`src/rtl/div_pkg.sv`:
```
// Shared encodings and constants for the sequential 32-bit divider.
package div_pkg;

  localparam int DIV_WIDTH = 32;
  localparam int DIV_ITER  = 32;

  typedef enum logic [1:0] {
    OP_DIV  = 2'b00,
    OP_DIVU = 2'b01,
    OP_REM  = 2'b10,
    OP_REMU = 2'b11
  } op_e;

  typedef enum logic [2:0] {
    ST_IDLE = 3'd0,
    ST_PREP = 3'd1,
    ST_CALC = 3'd2,
    ST_FIX  = 3'd3,
    ST_DONE = 3'd4
  } state_e;

  // bit 0 clear -> signed op (DIV/REM)
  function automatic logic op_signed(op_e op);
    return ~op[0];
  endfunction

  // bit 1 set -> remainder requested
  function automatic logic op_rem(op_e op);
    return op[1];
  endfunction

endpackage

```
`src/rtl/div32b_seq_if.sv`:
```
// Request/response handshake bundle for div32b_seq.
interface div32b_seq_if;
  import div_pkg::*;

  logic                 i_valid;
  logic                 o_ready;
  logic [1:0]           i_op;
  logic [DIV_WIDTH-1:0] i_dividend;
  logic [DIV_WIDTH-1:0] i_divisor;
  logic                 i_flush;
  logic                 o_valid;
  logic                 i_resp_ready;
  logic [DIV_WIDTH-1:0] o_result;

  // divider side
  modport slave (
    input  i_valid, i_op, i_dividend, i_divisor, i_flush, i_resp_ready,
    output o_ready, o_valid, o_result
  );

  // pipeline side
  modport master (
    output i_valid, i_op, i_dividend, i_divisor, i_flush, i_resp_ready,
    input  o_ready, o_valid, o_result
  );
endinterface

```
`src/rtl/div32b_step.sv`:
```
// One restoring-division step: shift in a dividend bit, trial-subtract.
module div32b_step
  import div_pkg::*;
(
  input  logic [DIV_WIDTH:0]   i_rem,
  input  logic                 i_dvd_msb,
  input  logic [DIV_WIDTH-1:0] i_dvs,
  output logic [DIV_WIDTH:0]   o_next_rem,
  output logic                 o_q_bit
);

  logic [DIV_WIDTH:0] w_rem_t;

  assign w_rem_t = {i_rem[DIV_WIDTH-1:0], i_dvd_msb};
  // partial remainder stays below the divisor, so i_rem[32] is zero in
  // practice; honouring it keeps the step correct on its own terms
  assign o_q_bit    = i_rem[DIV_WIDTH] | (w_rem_t >= {1'b0, i_dvs});
  assign o_next_rem = o_q_bit ? (w_rem_t - {1'b0, i_dvs}) : w_rem_t;

endmodule

```
`src/rtl/div32b_seq.sv`:
```
// Sequential radix-2 restoring divider for RV32M DIV/DIVU/REM/REMU.
// Optional feature macro: DIV_SPECIAL_FAST_EN -- divide-by-zero and signed
// overflow complete at the accept edge instead of running the full loop.
module div32b_seq
  import div_pkg::*;
(
  input  logic         i_clk,
  input  logic         i_rst_n,
  div32b_seq_if.slave  bus
);

  state_e                r_state, w_next;
  op_e                   r_op;
  logic                  r_neg_q, r_neg_r;
  logic [DIV_WIDTH-1:0]  r_dvd, r_dvs, r_result;
  logic [DIV_WIDTH:0]    r_rem;
  logic [4:0]            r_cnt;
  logic                  r_valid;
`ifndef DIV_SPECIAL_FAST_EN
  logic                  r_spec;
  logic [DIV_WIDTH-1:0]  r_spec_res;
`endif

  op_e                   w_op;
  logic                  w_accept, w_sgn, w_div0, w_ovf, w_spec, w_q_bit;
  logic [DIV_WIDTH-1:0]  w_spec_res, w_abs_dvd, w_abs_dvs, w_q_out, w_r_out, w_fix_res;
  logic [DIV_WIDTH:0]    w_next_rem;

  // flush has priority, so a request arriving with it is dropped
  assign w_accept = bus.i_valid & (r_state == ST_IDLE) & ~bus.i_flush;
  assign w_op     = op_e'(bus.i_op);
  assign w_sgn    = op_signed(w_op);
  assign w_div0   = (bus.i_divisor == '0);
  assign w_ovf    = w_sgn & (bus.i_dividend == 32'h8000_0000) & (bus.i_divisor == '1);
  assign w_spec   = w_div0 | w_ovf;

  // RISC-V results for the two special cases
  assign w_spec_res = w_div0 ? (op_rem(w_op) ? bus.i_dividend : '1)
                             : (op_rem(w_op) ? '0 : 32'h8000_0000);

  // magnitudes only for signed ops; unsigned operands pass through
  assign w_abs_dvd = (op_signed(r_op) & r_dvd[31]) ? (~r_dvd + 32'd1) : r_dvd;
  assign w_abs_dvs = (op_signed(r_op) & r_dvs[31]) ? (~r_dvs + 32'd1) : r_dvs;

  div32b_step u_step (
    .i_rem      (r_rem),
    .i_dvd_msb  (r_dvd[DIV_WIDTH-1]),
    .i_dvs      (r_dvs),
    .o_next_rem (w_next_rem),
    .o_q_bit    (w_q_bit)
  );

  // after the loop r_dvd holds the quotient and r_rem the remainder
  assign w_q_out = r_neg_q ? (~r_dvd + 32'd1) : r_dvd;
  assign w_r_out = r_neg_r ? (~r_rem[DIV_WIDTH-1:0] + 32'd1) : r_rem[DIV_WIDTH-1:0];

  // final result select, with the special result overriding the loop output
  always_comb begin
    w_fix_res = op_rem(r_op) ? w_r_out : w_q_out;
`ifndef DIV_SPECIAL_FAST_EN
    if (r_spec) w_fix_res = r_spec_res;
`endif
  end

  // next-state logic; flush returns to IDLE from anywhere
  always_comb begin
    w_next = r_state;
    case (r_state)
      ST_IDLE: if (w_accept) begin
`ifdef DIV_SPECIAL_FAST_EN
        w_next = w_spec ? ST_DONE : ST_PREP;
`else
        w_next = ST_PREP;
`endif
      end
      ST_PREP: w_next = ST_CALC;
      ST_CALC: if (r_cnt == 5'(DIV_ITER - 1)) w_next = ST_FIX;
      ST_FIX:  w_next = ST_DONE;
      ST_DONE: if (bus.i_resp_ready) w_next = ST_IDLE;
      default: w_next = ST_IDLE;
    endcase
    if (bus.i_flush) w_next = ST_IDLE;
  end

  // state register
  always_ff @(posedge i_clk or negedge i_rst_n) begin
    if (!i_rst_n) r_state <= ST_IDLE;
    else          r_state <= w_next;
  end

  // datapath: operand latch, prep, iteration, result and valid
  always_ff @(posedge i_clk or negedge i_rst_n) begin
    if (!i_rst_n) begin
      r_op       <= OP_DIV;
      r_neg_q    <= 1'b0;
      r_neg_r    <= 1'b0;
      r_dvd      <= '0;
      r_dvs      <= '0;
      r_rem      <= '0;
      r_cnt      <= '0;
      r_result   <= '0;
      r_valid    <= 1'b0;
`ifndef DIV_SPECIAL_FAST_EN
      r_spec     <= 1'b0;
      r_spec_res <= '0;
`endif
    end else begin
      case (r_state)
        ST_IDLE: if (w_accept) begin
          r_op    <= w_op;
          r_neg_q <= w_sgn & (bus.i_dividend[31] ^ bus.i_divisor[31]);
          r_neg_r <= w_sgn & bus.i_dividend[31];
          r_dvd   <= bus.i_dividend;
          r_dvs   <= bus.i_divisor;
`ifdef DIV_SPECIAL_FAST_EN
          if (w_spec) begin
            r_result <= w_spec_res;
            r_valid  <= 1'b1;
          end
`else
          r_spec     <= w_spec;
          r_spec_res <= w_spec_res;
`endif
        end
        ST_PREP: begin
          r_dvd <= w_abs_dvd;
          r_dvs <= w_abs_dvs;
          r_rem <= '0;
          r_cnt <= '0;
        end
        ST_CALC: begin
          r_rem <= w_next_rem;
          r_dvd <= {r_dvd[DIV_WIDTH-2:0], w_q_bit};
          r_cnt <= r_cnt + 5'd1;
        end
        ST_FIX: begin
          r_result <= w_fix_res;
          r_valid  <= 1'b1;
        end
        ST_DONE: if (bus.i_resp_ready) r_valid <= 1'b0;
        default: ;
      endcase
      if (bus.i_flush) r_valid <= 1'b0;
    end
  end

  assign bus.o_ready  = (r_state == ST_IDLE);
  assign bus.o_valid  = r_valid;
  assign bus.o_result = r_result;

endmodule

```
`src/flat_wrapper.sv`:
```
// flat-port wrapper written by rule: the top's interface ports become plain ports
module div32b_seq_flat import div_pkg::*;
  (i_clk, i_rst_n, bus_i_valid, bus_i_op, bus_i_dividend, bus_i_divisor, bus_i_flush, bus_i_resp_ready, bus_o_ready, bus_o_valid, bus_o_result);
  div32b_seq_if bus_i ();
  input  logic i_clk;
  input  logic i_rst_n;
  input wire logic [$bits(bus_i.i_valid)-1:0] bus_i_valid;
  input wire logic [$bits(bus_i.i_op)-1:0] bus_i_op;
  input wire logic [$bits(bus_i.i_dividend)-1:0] bus_i_dividend;
  input wire logic [$bits(bus_i.i_divisor)-1:0] bus_i_divisor;
  input wire logic [$bits(bus_i.i_flush)-1:0] bus_i_flush;
  input wire logic [$bits(bus_i.i_resp_ready)-1:0] bus_i_resp_ready;
  output wire logic [$bits(bus_i.o_ready)-1:0] bus_o_ready;
  output wire logic [$bits(bus_i.o_valid)-1:0] bus_o_valid;
  output wire logic [$bits(bus_i.o_result)-1:0] bus_o_result;
  assign bus_i.i_valid = bus_i_valid;
  assign bus_i.i_op = bus_i_op;
  assign bus_i.i_dividend = bus_i_dividend;
  assign bus_i.i_divisor = bus_i_divisor;
  assign bus_i.i_flush = bus_i_flush;
  assign bus_i.i_resp_ready = bus_i_resp_ready;
  assign bus_o_ready = bus_i.o_ready;
  assign bus_o_valid = bus_i.o_valid;
  assign bus_o_result = bus_i.o_result;
  div32b_seq u_core (.i_clk(i_clk), .i_rst_n(i_rst_n), .bus(bus_i));
endmodule
```
`config.mk`:
```
export PLATFORM = sky130hd
export DESIGN_NAME = div32b_seq_flat
export DESIGN_NICKNAME = d
export VERILOG_FILES = /design/src/rtl/div_pkg.sv /design/src/rtl/div32b_seq_if.sv /design/src/rtl/div32b_step.sv /design/src/rtl/div32b_seq.sv /design/src/flat_wrapper.sv
export SDC_FILE = /design/constraint.sdc
export NUM_CORES = 1
export LEC_CHECK = 0
export CAP_MARGIN = 20
export CELL_PAD_IN_SITES_DETAIL_PLACEMENT = 1
export CELL_PAD_IN_SITES_GLOBAL_PLACEMENT = 1
export CORE_ASPECT_RATIO = 0.5
export CORE_MARGIN = 5
export CORE_UTILIZATION = 45
export CTS_CLUSTER_DIAMETER = 60
export CTS_CLUSTER_SIZE = 16
export DETAILED_ROUTE_END_ITERATION = 12
export MAX_ROUTING_LAYER = met4
export PLACE_DENSITY = 0.83
export SKIP_CTS_REPAIR_TIMING = 1
export SLEW_MARGIN = 20
export SYNTH_ARGS = -nofsm -noshare
export SYNTH_HDL_FRONTEND = slang
export SYNTH_SLANG_ARGS = --single-unit
```
`constraint.sdc`:
```
create_clock -name i_clk -period 4.3 [get_ports i_clk]
set_input_delay 0.86 -clock i_clk [delete_from_list [all_inputs] [get_ports i_clk]]
set_output_delay 0.86 -clock i_clk [all_outputs]
set_load 0.01 [all_outputs]
```
Word-level counts from Yosys, hierarchy flattened --
Cells that the tools add are included.
Storage, ports and cells: bits in registers 175, input port bits 71, output and inout bits 34, logic and storage cells 83
Operators by class: add/subtract/negate cells 5, magnitude comparators 1, eq/ne operators 13, mux-type cells 24, bitwise operators 17, reductions and logical operators 11
Operator list (number):
- 32-bit two-way mux | 11
- 32-bit by 1-bit adder with 32-bit output (second input constant) | 3
- 32-bit NOT | 3
- 32-bit case mux with 3 select lines | 1
- 33-bit case mux with 2 select lines | 1
- 32-bit equality test (second input constant) | 2
- 32-bit case mux with 2 select lines | 1
- 33-bit by 32-bit >= comparator with 1-bit output | 1
- 33-bit two-way mux | 1
- 33-bit by 32-bit subtractor with 33-bit output | 1
- 32-bit logical NOT | 1
- 3-bit case mux with 5 select lines | 1
- 3-bit two-way mux | 4
- 5-bit case mux with 2 select lines | 1
- 3-bit AND reduction | 3
- 1-bit AND | 8
- 3-bit by 2-bit equality test with 1-bit output (second input constant) | 2
- 2-bit by 1-bit != test with 1-bit output (second input constant) | 3
- 3-bit by 2-bit != test with 1-bit output (second input constant) | 2
- 3-bit nonzero test | 2
- 5-bit by 1-bit adder with 5-bit output (second input constant) | 1
- 5-bit equality test (second input constant) | 1
- 2-bit AND reduction | 2
- 2-bit nonzero test | 2
- other kinds (9) | 13

Logic depth before layout (Yosys ltp) --
depth in word-level cells 6, mapped depth 14, gate-level depth less buffers 13

Cells and area by module --
Synthesis repeated with hierarchy kept, for this count alone.
Second synthesis, totals: cell total of the unflattened synthesis 1541, area, all modules 12998.7 µm²
By module, submodules not included:
- div32b_seq | instances 1, cells each 1207, area each 10485.1 µm², sequential area each 4379.2 µm²
- div32b_step | instances 1, cells each 334, area each 2513.7 µm², sequential area each 0.0 µm²

Worst setup path before layout --
OpenSTA, ideal clock, no wires.
path type reg2reg, start point reg u_core.r_dvs[1], end point reg u_core.r_dvs[28], setup time 144 ps, arrival time 2933 ps, data required time 4156 ps, slack 1223 ps, stages on the path, launching flop included 12, buffers on the path 0, clock period less this slack 3077 ps, path through dfrtp_1 > inv_1 > ha_1 > or3b_2 > or3_1 > or4b_1 > nand4b_1 > nand2b_1 > nor4_4 > nand3_1 > mux2i_1 > a32oi_1
On the way: longest elaborated chain between the ends 4
RTL lines:
- start, declared | RTL line div32b_seq.sv:15 | logic [DIV_WIDTH-1:0] r_dvd, r_dvs, r_result;
- start signal, assigned | RTL line div32b_seq.sv:114 | r_dvs <= bus.i_divisor;
- start signal, assigned | RTL line div32b_seq.sv:127 | r_dvs <= w_abs_dvs;
- 32-bit NOT | RTL line div32b_seq.sv:43 | assign w_abs_dvs = (op_signed(r_op) & r_dvs[31]) ? (~r_dvs + 32'd1) : r_dvs;
- 32-bit by 1-bit adder with 32-bit output | RTL line div32b_seq.sv:43
- 32-bit two-way mux | RTL line div32b_seq.sv:43
- 32-bit case mux with 2 select lines | RTL line div32b_seq.sv:108 | case (r_state)
Every way passes these cells. The select of a mux whose other input is x is not followed. A chain may end at the register's enable or synchronous reset.

Final worst setup path --
start point reg u_core.r_dvd[8], end point reg u_core.r_result[31] (netlist: u_core.bus.o_result[31])
On the way: longest elaborated chain between the ends 5
RTL lines:
- start, declared | RTL line div32b_seq.sv:15
- start signal, assigned | RTL line div32b_seq.sv:113 | r_dvd <= bus.i_dividend;
- start signal, assigned | RTL line div32b_seq.sv:126 | r_dvd <= w_abs_dvd;
- start signal, assigned | RTL line div32b_seq.sv:133 | r_dvd <= {r_dvd[DIV_WIDTH-2:0], w_q_bit};
- 32-bit NOT | RTL line div32b_seq.sv:54 | assign w_q_out = r_neg_q ? (~r_dvd + 32'd1) : r_dvd;
- 32-bit by 1-bit adder with 32-bit output | RTL line div32b_seq.sv:54
- 32-bit two-way mux | RTL line div32b_seq.sv:54
- 32-bit two-way mux | RTL line div32b_seq.sv:59 | w_fix_res = op_rem(r_op) ? w_r_out : w_q_out;
- 32-bit two-way mux | RTL line div32b_seq.sv:61 | if (r_spec) w_fix_res = r_spec_res;
- end signal, assigned | RTL line div32b_seq.sv:137 | r_result <= w_fix_res;
- end, declared | RTL line div32b_seq.sv:15
Every way passes these cells.

==> results.sh <==
export IMPL_synth_seq_cells=175
export IMPL_post_route_period_util_pct=86.3
export IMPL_relSlewSlack_pct=27.5
export IMPL_dp_hpwl_um=35300
export IMPL_syn_area_um2=12400
export IMPL_core_um2=27400
export IMPL_yosys_warnings=0
export IMPL_period_needed_ps=3710
export IMPL_start_kind="register"
export IMPL_die_y_um=128
export IMPL_post_place_ws_ps=725
export IMPL_wl_um=48600
export IMPL_place_congestion=0.921
export IMPL_worstSetupPathType="reg -> reg"
export IMPL_critPathLaunch="u_core.r_dvd[8]"
export IMPL_grt_pass1_vias=12700
export IMPL_cts_tree="done"
export IMPL_grt_max_degree=87
export IMPL_start_util_pct=45.3
export IMPL_ir_drop_uv=317
export IMPL_combPwrFrac_pct=39.1
export IMPL_grt_pass1_wl_um=75100
export IMPL_ioPinCount=105
export IMPL_drive_gt1_share_pct=5.24
export IMPL_max_freq_ghz=0.269
export IMPL_reg2reg_slack_ps=590
export IMPL_grtUsageMet1_pct=42.2
export IMPL_synth_compound_area_share_pct=25.0
export IMPL_vias_per_cell=6.51
export IMPL_p_sw_share_pct=41.9
export IMPL_skew_ps=12.8
export IMPL_tightest_slew_ps=1080
export IMPL_cts_path_max_buffers=2
export IMPL_overflow=0
export IMPL_worstPathCellList="nor4_1 > nand4_1 > or3_1 > or3_1 > nor3_1 > nand2b_1 > xnor2_1 > a221oi_1 > o21ai_0"
export IMPL_synthFlopType="dfrtp_1"
export IMPL_finalSetupViolCount=0
export IMPL_fin_cells=1945
export IMPL_numClockSinks=175
export IMPL_slowest_delay_ps=670
export IMPL_synth_commonest_cells="nand2_1 (209), o21ai_0 (180), dfrtp_1 (175), clkbuf_1 (103), nor2_1 (97)"
export IMPL_yosys_top_cells_area="dfrtp_1 (35%), o21ai_0 (7.2%), nand2_1 (6.3%)"
export IMPL_top_usage_layer="met2"
export IMPL_status="finished clean"
export IMPL_synthCells=1540
export IMPL_die_w_um=245
export IMPL_r2r_start="u_core.r_dvd[8]"
export IMPL_cts_clk_slew_worst_paths_ps=80
export IMPL_die_area_um2=31300
export IMPL_antenna_found_initial=4
export IMPL_synthAdderAreaFrac_pct=3.88
export IMPL_rows=43
export IMPL_pwr_share_clk_pct=24.2
export IMPL_cp_num_cells=9
export IMPL_synth_xor_area_share_pct=6.27
export IMPL_required_ps=4620
export IMPL_seq_area_um2=4380
export IMPL_yosysTopAreaCellShare_pct=35.2
export IMPL_htreeDepth=4
export IMPL_worst_slack_ps=587
export IMPL_power_density_nw_per_um2=479
export IMPL_reg2regPathDepth=9
export IMPL_internal_power_mw=3.99
export IMPL_cp_arrival_ps=4030
export IMPL_path_buf_inv=0
export IMPL_dpl_cell_area_um2=13700
export IMPL_yosysMostFrequentCell="nand2_1"
export IMPL_slowest_stage="nor4_1"
export IMPL_wl_per_cell_um=25.0
export IMPL_yosysTopAreaCell="dfrtp_1"
export IMPL_grt_usage_pct=31.7
export IMPL_yosys_area_share_simple_pct=22.6
export IMPL_route_detailed_drc=0
export IMPL_crit_top_cell="or3_1"
export IMPL_synth_cell_type_count=72
export IMPL_nFillCells=3262
export IMPL_worst_skew_pair_late_latency_ps=460
export IMPL_synth_net_count=1649
export IMPL_async_reset_ff_share_pct=100
export IMPL_synth_mux_area_share_pct=1.87
export IMPL_ant_nets=0
export IMPL_placed_cells=1911
export IMPL_fin_nets=1680
export IMPL_met2_usage_pct=48.5
export IMPL_drt_first_pass_iters=5
export IMPL_cp_max_fo=7
export IMPL_area_growth_pct=15.2
export IMPL_rsz0062_at_grt="false"
export IMPL_synth_top_family_by_area="compound AO/OA/AOI/OAI gates"
export IMPL_multi_input_area_um2=7460
export IMPL_synth_edf_count=0
export IMPL_gr_usage_met3_pct=6.33
export IMPL_hold_class="reg -> reg"
export IMPL_p_switching_mw=2.87
export IMPL_ys_seq_area_share_pct=35.2
export IMPL_clockRootBuffer="clkbuf_16"
export IMPL_port_buffers=104
export IMPL_r2r_end="u_core.bus.o_result[31]"
export IMPL_cts_buffers=17
export IMPL_hold_violations=0
export IMPL_fin_tns_setup_ps=0
export IMPL_drt_iter0_markers=1451
export IMPL_crit_family="simple AND/OR/NAND/NOR gates"
export IMPL_fin_area_um2=14300
export IMPL_drv_slew=0
export IMPL_pwr_share_seq_pct=36.7
export IMPL_end_kind="register"
export IMPL_crit_end="u_core.bus.o_result[31]"
export IMPL_vias=12700
export IMPL_total_leakage_power_nw=5.85
export IMPL_drv_cap=0
export IMPL_avgSynthCellArea_um2=8.07
-- power by group through the flow --
stage	Sequential, mW	Combinational [mW]	Clock, mW
floorplan	2.39	1.65	0
global placement	2.52	2.53	0
CTS	2.53	2.63	1.68
detailed placement	2.56	2.61	0
global route	2.58	2.90	1.75
finish	2.52	2.68	1.66
-- sequential cells by signal, indices dropped and copies added, names as in the netlist --
signal and flops:
u_core.r_dvd 32, u_core.r_dvs 32, u_core.r_cnt 5, u_core.bus.o_result 32, u_core.r_op 2, u_core.r_state 3
u_core.bus.o_valid 1, u_core.r_neg_r 1, u_core.r_rem 33, u_core.r_spec_res 32, u_core.r_neg_q 1, u_core.r_spec 1
-- worst register-to-register path: cells and delay by family (launching register included) --
family           cells  cell delay, ps
XOR/XNOR             1              80
flip-flops           1             460
AND/OR/NAND/NOR      6            2520
AO/OA/AOI/OAI        2             520
-- logic make-up after synthesis --
logic type                 count (synthesis)
xor gates and xnor gates                  89
and+or+nand+nor                          563
buffers and inverters                    169
adders and majority gates                 38
muxes                                     23
AOI/OAI and AO/OA                        483
DFF                                      175
-- layer usage --
layer / part of all wire [%] / wire, µm
met1: 44 / 21600
met5: 0 / 0
met3: 7.0 / 3400
met4: 3.5 / 1710
met2: 45 / 22000
-- stage by stage --
step	total power [mW]	hold slack, ps	util (%)
floorplan	4.04	446	-
global placement	5.05	460	49.9
CTS	6.84	483	52.1
detailed placement	5.17	466	49.9
global route	7.23	499	52.2
finish	6.87	482	52.2
-- area by class of cell --
type | instances | share of cell area [%]
Multi-Input combinational cell | 1196 | 52.1
Sequential cell | 175 | 30.6
Timing Repair Buffer | 124 | 8.50
Tap cell | 360 | 3.14
Clock buffer | 19 | 3.09
Inverter | 57 | 1.49
Clock inverter | 12 | 1.07
Antenna cell | 2 | 0.0349
-- how the worst min path moves through the flow --
| stage | start | cells past startpoint | end | slack, ps |
|---|---|---|---|---|
| 2_1_floorplan | u_core.r_rem[32] | 2 | u_core.r_rem[32] | 450 |
| 3_3_place_gp | u_core.r_spec_res[4] | 2 | u_core.r_spec_res[4] | 460 |
| 3_5_place_dp | u_core.r_spec_res[22] | 2 | u_core.r_spec_res[22] | 470 |
| 4_1_cts | u_core.r_spec_res[22] | 2 | u_core.r_spec_res[22] | 480 |
| 5_1_grt | u_core.r_spec_res[22] | 2 | u_core.r_spec_res[22] | 500 |
| 6_report | u_core.r_spec_res[26] | 2 | u_core.r_spec_res[26] | 480 |
-- cells in the final DEF, fill, tap and decap left out, types with 27 or more instances in the layout --
master | synthesis | routed
nor2b_1 | 35 | 35
nor2_1 | 97 | 96
a211oi_1 | 27 | 27
nor3_1 | 41 | 41
a221oi_1 | 30 | 30
o31ai_1 | 48 | 48
clkdlybuf4s50_1 | 0 | 103
a21oi_1 | 86 | 86
nand2_1 | 209 | 208
ha_1 | 37 | 37
or3_1 | 29 | 29
xnor2_1 | 40 | 40
dfrtp_1 | 175 | 173
inv_1 | 57 | 57
o21ai_0 | 180 | 179
xor2_1 | 49 | 49
Note: power is estimated with default switching activity, not from simulation.
